### src/rtl/exec_unit.sv
// 6502 group-01 execute/writeback stage: updates A and {N,V,Z,C}, issues the STA write cycle.
// Latency: DONE 2 cycles after accept (binary ops), 3 for decimal ADC/SBC and STA; no acceptance while BUSY.
module exec_unit #(
  parameter logic [7:0] A_INIT     = 8'h00,
  parameter bit         DECIMAL_EN = 1'b1
) (
  input  logic        i_clk,
  input  logic        i_rst,
  input  logic        i_op_valid,
  input  logic [2:0]  i_opcode,
  input  logic [7:0]  i_operand,
  input  logic [15:0] i_ea,
  input  logic        i_d,
  output logic        o_busy,
  output logic        o_done,
  output logic [7:0]  o_reg_a,
  output logic [3:0]  o_flags,
  output logic        o_wr_en,
  output logic [15:0] o_wr_addr,
  output logic [7:0]  o_wr_data
);

  typedef enum logic [1:0] {S_IDLE, S_EXEC, S_DEC_ADJ, S_STORE} state_t;

  localparam logic [2:0] OP_ORA = 3'b000;
  localparam logic [2:0] OP_AND = 3'b001;
  localparam logic [2:0] OP_EOR = 3'b010;
  localparam logic [2:0] OP_ADC = 3'b011;
  localparam logic [2:0] OP_STA = 3'b100;
  localparam logic [2:0] OP_LDA = 3'b101;
  localparam logic [2:0] OP_CMP = 3'b110;
  localparam logic [2:0] OP_SBC = 3'b111;

  state_t      r_state, w_next;
  logic [2:0]  r_op;
  logic [7:0]  r_m;
  logic [15:0] r_ea;
  logic        r_d;
  logic [7:0]  r_a;
  logic [3:0]  r_flags;
  logic        r_done;
  logic        r_wr_en;
  logic [15:0] r_wr_addr;
  logic [7:0]  r_wr_data;
  // Binary intermediate held across the BCD-adjust cycle
  logic [8:0]  r_sum9;
  logic        r_hc;
  logic        r_v;

  logic        w_dec;
  logic [7:0]  w_m_eff;
  logic        w_cin;
  logic [8:0]  w_sum9;
  logic        w_v;
  logic        w_hc;
  logic [7:0]  w_res;
  logic        w_wr_a;
  logic [3:0]  w_flags;
  logic        w_lo_fix;
  logic        w_hi_fix;
  logic [8:0]  w_adj1;
  logic [7:0]  w_dadj;
  logic        w_dc;

  assign o_busy    = (r_state != S_IDLE);
  assign o_done    = r_done;
  assign o_reg_a   = r_a;
  assign o_flags   = r_flags;
  assign o_wr_en   = r_wr_en;
  assign o_wr_addr = r_wr_addr;
  assign o_wr_data = r_wr_data;

  assign w_dec = DECIMAL_EN && r_d && ((r_op == OP_ADC) || (r_op == OP_SBC));

  always_ff @(posedge i_clk) begin
    if (i_rst) r_state <= S_IDLE;
    else       r_state <= w_next;
  end

  always_comb begin
    w_next = r_state;
    case (r_state)
      S_IDLE:    if (i_op_valid) w_next = S_EXEC;
      S_EXEC: begin
        if (r_op == OP_STA) w_next = S_STORE;
        else if (w_dec)     w_next = S_DEC_ADJ;
        else                w_next = S_IDLE;
      end
      S_DEC_ADJ: w_next = S_IDLE;
      S_STORE:   w_next = S_IDLE;
      default:   w_next = S_IDLE;
    endcase
  end

  // Shared adder: SBC and CMP add ~M; CMP always forces carry-in so it is a plain A-M
  always_comb begin
    w_m_eff = ((r_op == OP_SBC) || (r_op == OP_CMP)) ? ~r_m : r_m;
    w_cin   = (r_op == OP_CMP) ? 1'b1 : r_flags[0];
    w_sum9  = {1'b0, r_a} + {1'b0, w_m_eff} + {8'h00, w_cin};
    w_v     = ~(r_a[7] ^ w_m_eff[7]) & (r_a[7] ^ w_sum9[7]);
    w_hc    = w_sum9[4] ^ r_a[4] ^ w_m_eff[4];
    w_res   = 8'h00;
    w_wr_a  = 1'b0;
    w_flags = r_flags;
    case (r_op)
      OP_ORA: begin w_res = r_a | r_m; w_wr_a = 1'b1; end
      OP_AND: begin w_res = r_a & r_m; w_wr_a = 1'b1; end
      OP_EOR: begin w_res = r_a ^ r_m; w_wr_a = 1'b1; end
      OP_LDA: begin w_res = r_m;       w_wr_a = 1'b1; end
      OP_ADC, OP_SBC: begin
        w_res  = w_sum9[7:0];
        w_wr_a = 1'b1;
      end
      OP_CMP: w_res = w_sum9[7:0];
      default: w_res = 8'h00;
    endcase
    case (r_op)
      OP_ORA, OP_AND, OP_EOR, OP_LDA:
        w_flags = {w_res[7], r_flags[2], (w_res == 8'h00), r_flags[0]};
      OP_ADC, OP_SBC:
        w_flags = {w_res[7], w_v, (w_res == 8'h00), w_sum9[8]};
      OP_CMP:
        w_flags = {w_res[7], r_flags[2], (w_res == 8'h00), w_sum9[8]};
      default: w_flags = r_flags;
    endcase
  end

  // BCD correction on the latched binary result
  always_comb begin
    w_lo_fix = 1'b0;
    w_hi_fix = 1'b0;
    w_adj1   = {1'b0, r_sum9[7:0]};
    w_dadj   = r_sum9[7:0];
    w_dc     = r_sum9[8];
    if (r_op == OP_ADC) begin
      w_lo_fix = (r_sum9[3:0] > 4'd9) || r_hc;
      w_adj1   = {1'b0, r_sum9[7:0]} + (w_lo_fix ? 9'h006 : 9'h000);
      w_hi_fix = (w_adj1[7:4] > 4'd9) || r_sum9[8] || w_adj1[8];
      w_dadj   = w_adj1[7:0] + (w_hi_fix ? 8'h60 : 8'h00);
      w_dc     = w_hi_fix;
    end else begin
      w_dadj = r_sum9[7:0] - (r_hc ? 8'h00 : 8'h06) - (r_sum9[8] ? 8'h00 : 8'h60);
      w_dc   = r_sum9[8];
    end
  end

  always_ff @(posedge i_clk) begin
    if (i_rst) begin
      r_op      <= 3'b000;
      r_m       <= 8'h00;
      r_ea      <= 16'h0000;
      r_d       <= 1'b0;
      r_a       <= A_INIT;
      r_flags   <= 4'b0000;
      r_done    <= 1'b0;
      r_wr_en   <= 1'b0;
      r_wr_addr <= 16'h0000;
      r_wr_data <= 8'h00;
      r_sum9    <= 9'h000;
      r_hc      <= 1'b0;
      r_v       <= 1'b0;
    end else begin
      r_done  <= 1'b0;
      r_wr_en <= 1'b0;
      case (r_state)
        S_IDLE: begin
          if (i_op_valid) begin
            r_op <= i_opcode;
            r_m  <= i_operand;
            r_ea <= i_ea;
            r_d  <= i_d;
          end
        end
        S_EXEC: begin
          if (r_op == OP_STA) begin
            r_wr_en   <= 1'b1;
            r_wr_addr <= r_ea;
            r_wr_data <= r_a;
          end else if (w_dec) begin
            r_sum9 <= w_sum9;
            r_hc   <= w_hc;
            r_v    <= w_v;
          end else begin
            if (w_wr_a) r_a <= w_res;
            r_flags <= w_flags;
            r_done  <= 1'b1;
          end
        end
        S_DEC_ADJ: begin
          r_a     <= w_dadj;
          r_flags <= {w_dadj[7], r_v, (w_dadj == 8'h00), w_dc};
          r_done  <= 1'b1;
        end
        S_STORE: r_done <= 1'b1;
        default: r_done <= 1'b0;
      endcase
    end
  end

endmodule

### config.mk
export PLATFORM = sky130hd
export DESIGN_NAME = exec_unit
export DESIGN_NICKNAME = d
export VERILOG_FILES = /design/src/rtl/exec_unit.sv
export SDC_FILE = /design/constraint.sdc
export NUM_CORES = 1
export LEC_CHECK = 0
export ABC_AREA = 1
export CAP_MARGIN = 20
export CORE_MARGIN = 2
export CORE_UTILIZATION = 50
export DETAILED_ROUTE_END_ITERATION = 12
export GPL_TIMING_DRIVEN = 0
export PLACE_DENSITY = 0.82
export SYNTH_ARGS = -nofsm -noshare
export SYNTH_HDL_FRONTEND = slang
export SYNTH_SLANG_ARGS = --single-unit
### constraint.sdc
create_clock -name i_clk -period 8.39 [get_ports i_clk]
set_input_delay 0.839 -clock i_clk [delete_from_list [all_inputs] [get_ports i_clk]]
set_output_delay 0.839 -clock i_clk [all_outputs]
set_load 0.005 [all_outputs]
==> out/qor.yml, run 1 <==
finish:
  drive_gt1_share_pct: 5.68
  area_growth_syn_to_layout_pct: 21.4
  layout_commonest_cell: "nand2_1"
  stdcell_count: 925
  diodes: 0
  mostFrequentLayoutCells: "nand2_1 (153), inv_1 (82), dfxtp_1 (79)"
  final_nets: 865
timing:
  worst_slack_ns: 4.62
  finalHoldViolCount: 0
  maxSlewViolCount: 0
  fin_tns_setup_ns: 0
  max_slew.worst_pin.slew_ns: 0.556
  min_period_ns: 3.77
  skew_ns: 0.0170
  rsz0062_at_grt: "false"
  setup_viol: 0
  post-route-period-util_pct: 44.9
  max-slew-margin-rel_pct: 62.9
  max_clock_freq_mhz: 265
grt:
  grt_pass1_wl_um: 22400
  grt_pass1_vias: 4790
  antenna_found_initial: 0
  grt_usage_pct: 26.9
  grt_start_max_net_pins: 16
  overflow: 0
synthesis:
  synth_top_flop_cell: "dfxtp_1"
  yosysTopAreaCellShare_pct: 32.2
  async_flop_share_pct: 0
  yosysTopAreaCell: "dfxtp_1"
  ys_seq_area_share_pct: 32.2
  synth_cell_types: 41
  yosys_warnings: 0
  syn-instance-count: 708
  synthTopCellsByArea: "dfxtp_1 (32%), nand2_1 (12%), ha_1 (11%)"
  synth_nets: 786
  synth_area_per_cell_um2: 6.93
  syn_area_um2: 4900
  synth-seq-cells: 79
  synth_edf_count: 0
placed_design:
  gp_congestion: 0.928
  pre_cts_ws_ns: 4.66
  detailed_place_hpwl_um: 10500
  portBuffers: 68
  placedCellCount: 909
cts:
  cts.sinks: 79
  post-cts-setup-buffers: 0
  cts_buffers: 9
  clkTransAtPathRegs_ns: 0.09
  clk_latency_ns: 0.36
  cts_hold_repair.buffers: 0
  clockBufferDepth: 2
  cts_resized: 0
  h-tree-depth: 3
  cts_tree: "yes"
  cts-root-buf: "clkbuf_8"
die:
  die-area_um2: 10600
  core_um2: 9640
  boundaryPins: 70
  start_util_pct: 50.9
  die_w_um: 103
  rows: 36
  die_h_um: 103
setup_path:
  worstPathMaxFanout: 5
  worst_setup_path_end_kind: "flip-flop"
  r2r_slack_ns: 4.62
  crit_top_cell: "nand2_1"
  worstSetupPathType: "reg -> reg"
  max_stage_delay_ns: 0.44
  worstPathRequired_ns: 8.69
  arrival_ns: 4.07
  cp_slowest_cell: "fa_1"
  cp_cell_sequence: "inv_1 -> ha_1 -> nor2_1 -> o21ai_0 -> nand2_1 -> ha_1 -> fa_1 -> nand2_1 -> o21ai_0 -> o21ai_0 -> nand2_1 -> nand3_1 -> nand2_1 -> ha_1 -> fa_1 -> or2_1 -> nand2_1 -> nand2_1 -> nor2_1 -> nand3_1 -> nand2_1 -> nor2_1 -> nor2_1"
  start_kind: "flip-flop"
detailed_routing:
  drc: 0
  wire_per_inst_um: 14.8
  dr.pass1.iters: 5
  first_iter_violations: 283
  ant_nets: 0
  num_vias: 4983
  viasPerCell: 5.39
  wl_met1_um: 5880
  maxUsedRoutingLayer: "met4"
  wirelength_um: 13700
  met2_length_um: 6730
  dr_wl_met3_um: 770
power:
  power_leakage_nw: 2.71
  p_total_w: 0.00114
  p_per_area_nw_per_um2: 192
  worst_ir_drop_vdd_uv: 124
run:
  drv_cap: 0
status:
  status: "complete, no violations"
worst_hold_path:
  hold_path_class: "reg -> reg"
-- power breakdown --
| part | internal [W] | switching (W) | leakage, nW |
|---|---|---|---|
| registers | 0.000411 | 0.0000447 | 0.645 |
| logic | 0.000155 | 0.000238 | 1.96 |
| clock network | 0.000141 | 0.000155 | 0.105 |
-- worst max-delay path, delay by kind of cell, from the launching register on --
kind            cells  cell delay [ns]
buf+inv             1             0.13
fa+ha+maj           5             1.49
simple gates       14             1.41
flops               1             0.36
compound gates      3             0.32
-- final timing paths --
check,startpoint,to,cells after the start
max,r_sum9[1]$_SDFFE_PP0P_,o_flags[1]$_SDFFE_PP0P_,23
min,o_wr_data[6]$_SDFFE_PP0P_,o_wr_data[6]$_SDFFE_PP0P_,2
max reg2reg,r_sum9[1]$_SDFFE_PP0P_,o_flags[1]$_SDFFE_PP0P_,23
min reg2reg,o_wr_data[6]$_SDFFE_PP0P_,o_wr_data[6]$_SDFFE_PP0P_,2
-- flip-flops by register name, summed over array words and instances, names as in the netlist --
name,cells
o_done,1
r_ea,16
o_wr_en,1
r_v,1
r_hc,1
r_sum9,9
o_wr_data,8
o_reg_a,8
r_m,8
r_d,1
o_wr_addr,16
o_flags,4
r_state,2
r_op,3
-- cells by family after synthesis --
logic type / Yosys count / share of synthesized area [%]
AO/OA/AOI/OAI: 135 / 14.7
XOR/XNOR: 11 / 2.12
adder cells (fa/ha/maj): 47 / 12.6
buffers and inverters: 115 / 9.77
flip-flops: 79 / 32.2
AND/OR/NAND/NOR: 321 / 28.5
-- Yosys cell counts, types with 6 or more instances --
cell type  instances
dfxtp_1           79
nand4_1           10
ha_1              43
xor2_1            10
o21ai_0           58
a21oi_1           60
nand2_1          153
inv_1             82
nand3_1           65
nor2_1            70
buf_2              6
clkbuf_1          19
-- per-stage QoR --
| step | hold slack (ns) | instance area, um2 | utilization, % |
|---|---|---|---|
| after floorplan | 0.455 | 4900 | - |
| after global placement | 0.453 | 5750 | 59.7 |
| after detailed placement | 0.452 | 5750 | 59.7 |
| after CTS | 0.466 | 5950 | 61.8 |
| after global routing | 0.482 | 5950 | 61.8 |
| final | 0.467 | 5950 | 61.8 |
-- area by class of cell --
type,count,area [um2]
clock buffer,9,124
multi-input combinational,514,2840
clock inverter,7,78.8
timing repair buffer,68,681
tap,133,166
inverter,86,333
sequential,79,1580
fill,895,3680
buffer,29,146
-- per-layer routing --
layer	up-vias	GRT usage, %
li1	2463	-
met1	2310	34.0
met2	184	47.0
met3	26	3.46
met4	0	9.92
met5	-	0
No activity file was read; power rests on OpenSTA's default activity.
==> run 2, diff against run 1 <==
==> constraint.sdc (replaced) <==
create_clock -name i_clk -period 3.8 [get_ports i_clk]
set_input_delay 0.38 -clock i_clk [delete_from_list [all_inputs] [get_ports i_clk]]
set_output_delay 0.38 -clock i_clk [all_outputs]
set_load 0.005 [all_outputs]
==> out/qor.yml, run 2 (synthesis results as in run 1) <==
grt:
  overflow: 0  # unchanged
  grt_usage_pct: 26.9  # unchanged
  antenna_found_initial: 0  # unchanged
  grt_start_max_net_pins: 16  # unchanged
  grt_pass1_wl_um: 22400  # unchanged
  grt_pass1_vias: 4790  # unchanged
setup_path:
  arrival_ns: 3.86  # -0.21 ns
  worstSetupPathType: "reg -> reg"
  max_stage_delay_ns: 0.44  # about the same
  cp_cell_sequence: "inv_2 -> ha_1 -> nor2_1 -> o21ai_0 -> nand2_1 -> ha_2 -> fa_2 -> nand2_2 -> o21ai_0 -> o21ai_0 -> nand2_1 -> nand3_1 -> nand2_2 -> ha_1 -> fa_1 -> or2_1 -> nand2_1 -> nand2_1 -> nor2_1 -> nand3_1 -> nand2_1 -> nor2_1 -> nor2_1"
  start_kind: "flip-flop"
  crit_top_cell: "nand2_1"
  cp_slowest_cell: "fa_1"
  worst_setup_path_end_kind: "flip-flop"
  worstPathRequired_ns: 4.10  # -4.59 ns
  worstPathMaxFanout: 5  # unchanged
power:
  combPwrFrac_pct: 34.4  # about the same
  p_switching_w: 0.000971  # +120%
  power_leakage_nw: 2.71  # about the same
  clockPowerShare_pct: 25.9  # about the same
  p_per_area_nw_per_um2: 424  # +120%
  sw_frac_of_total_pct: 38.3  # +0.13 points
  worst_ir_drop_vdd_uv: 273  # +120%
  internal-power_w: 0.00156  # +120%
  p_total_w: 0.00253  # +120%
  seq_power_share_pct: 39.7  # about the same
die:
  core_um2: 9640  # unchanged
  start_util_pct: 50.9  # unchanged
  die_w_um: 103  # unchanged
  rows: 36  # unchanged
  boundaryPins: 70  # unchanged
  die_h_um: 103  # unchanged
  die-area_um2: 10600  # unchanged
detailed_routing:
  first_iter_violations: 282  # -0.35%
  maxUsedRoutingLayer: "met4"
  drc: 0  # unchanged
  ant_nets: 0  # unchanged
  dr_wl_met3_um: 659  # -14%
  wl_met1_um: 6030  # +2.5%
  met2_length_um: 6770  # +0.61%
  num_vias: 4972  # -0.22%
  dr.pass1.iters: 5  # unchanged
  wire_per_inst_um: 14.9  # +0.44%
  wirelength_um: 13800  # +0.55%
  viasPerCell: 5.37  # -0.33%
finish:
  area_growth_syn_to_layout_pct: 21.8
  final_nets: 866  # +0.12%
  utilization_pct: 62.0  # +0.21 points
  layout_commonest_cell: "nand2_1"
  diodes: 0  # unchanged
  drive_gt1_share_pct: 6.81  # +1.1 points
  mostFrequentLayoutCells: "nand2_1 (151), inv_1 (80), dfxtp_1 (77)"
timing:
  max-slew-margin-rel_pct: 63.2  # +0.28 points
  skew_ns: 0.0166  # -0.000466 ns
  maxSlewViolCount: 0  # unchanged
  min_period_ns: 3.56  # -0.210 ns
  max_slew.worst_pin.slew_ns: 0.552  # -0.00427 ns
  setup_viol: 0  # unchanged
  post-route-period-util_pct: 93.7  # +49 points
  finalHoldViolCount: 0  # unchanged
  fin_tns_setup_ns: 0  # unchanged
  max_clock_freq_mhz: 281  # +5.9%
placed_design:
  gp_congestion: 0.928  # unchanged
  portBuffers: 68  # unchanged
  detailed_place_hpwl_um: 10500  # unchanged
status:
  status: "complete, no violations"
cts:
  cts_buffers: 9  # unchanged
  cts_tree: "yes"
  clockBufferDepth: 2  # unchanged
  clkTransAtPathRegs_ns: 0.09  # about the same
  h-tree-depth: 3  # unchanged
  clk_latency_ns: 0.36  # about the same
  cts-root-buf: "clkbuf_8"
  cts.sinks: 79  # unchanged
worst_hold_path:
  hold_path_class: "reg -> reg"
run:
  drv_cap: 0  # unchanged
run 2: cell count changes in the layout (fill, tap and decap cells not counted), sizes merged:
cell / previous run / this run
buf: 10 / 11
run 2: metal layers:
layer,track usage [%],vias to the layer above
met1,34.0,2320
li1,-,2469
met2,47.0,157
met4,9.92,0
met3,3.46,26
met5,0,-
run 2: metrics by stage:
stage / hold slack, ns / setup WS (ns) / instances / cell area [um2]
2_1_floorplan: 0.455 / 0.583 / 708 / 4900
3_3_place_gp: 0.453 / 0.290 / 909 / 5750
3_5_place_dp: 0.452 / 0.0681 / 909 / 5750
4_1_cts: 0.466 / 0.0265 / 925 / 5950
5_1_grt: 0.482 / -0.0193 / 926 / 5970
6_report: 0.467 / 0.239 / 926 / 5970
run 2: cell type report:
| type | instances | area, um2 |
|---|---|---|
| Clock buffer | 9 | 124 |
| Tap cell | 133 | 166 |
| Fill cell | 899 | 3660 |
| Sequential cell | 79 | 1580 |
| Timing Repair Buffer | 69 | 688 |
| Multi-Input combinational cell | 514 | 2850 |
| Clock inverter | 7 | 78.8 |
| Inverter | 86 | 333 |
| Buffer | 29 | 146 |
run 2: path summary, 6_finish.rpt:
| path | startpoint | to | slack, ns | cells after the start |
|---|---|---|---|---|
| worst max-delay path | r_sum9[1]$_SDFFE_PP0P_ | o_flags[1]$_SDFFE_PP0P_ | 0.24 | 23 |
| worst max register to register | r_sum9[1]$_SDFFE_PP0P_ | o_flags[1]$_SDFFE_PP0P_ | 0.24 | 23 |
| worst min-delay path | o_wr_data[6]$_SDFFE_PP0P_ | o_wr_data[6]$_SDFFE_PP0P_ | 0.47 | 2 |
| worst min register to register | o_wr_data[6]$_SDFFE_PP0P_ | o_wr_data[6]$_SDFFE_PP0P_ | 0.47 | 2 |
run 2: worst max-delay path: cells and delay by family (launching register included):
family                     cells  cell delay [ns]
AOI/OAI and AO/OA              3             0.31
and+or+nand+nor               14             1.35
adders and majority gates      5             1.39
DFF                            1             0.36
buffers and inverters          1             0.08
run 2: timing repair:
item	4_1_cts	5_1_grt
endpoints found under the hold margin	0	0
endpoints found under the setup margin	0	4
resized for setup	0	8
setup buffers	0	1
hold buffers	0	0
run 2: power by group through the flow:
stage	Combinational, W	Sequential, W	Clock (W)
final	0.000871	0.00101	0.000655
after global routing	0.000963	0.00102	0.000690
after CTS	0.000854	0.00100	0.000651
after detailed placement	0.000845	0.00102	0
after global placement	0.000815	0.00102	0
after floorplan	0.000558	0.000990	0
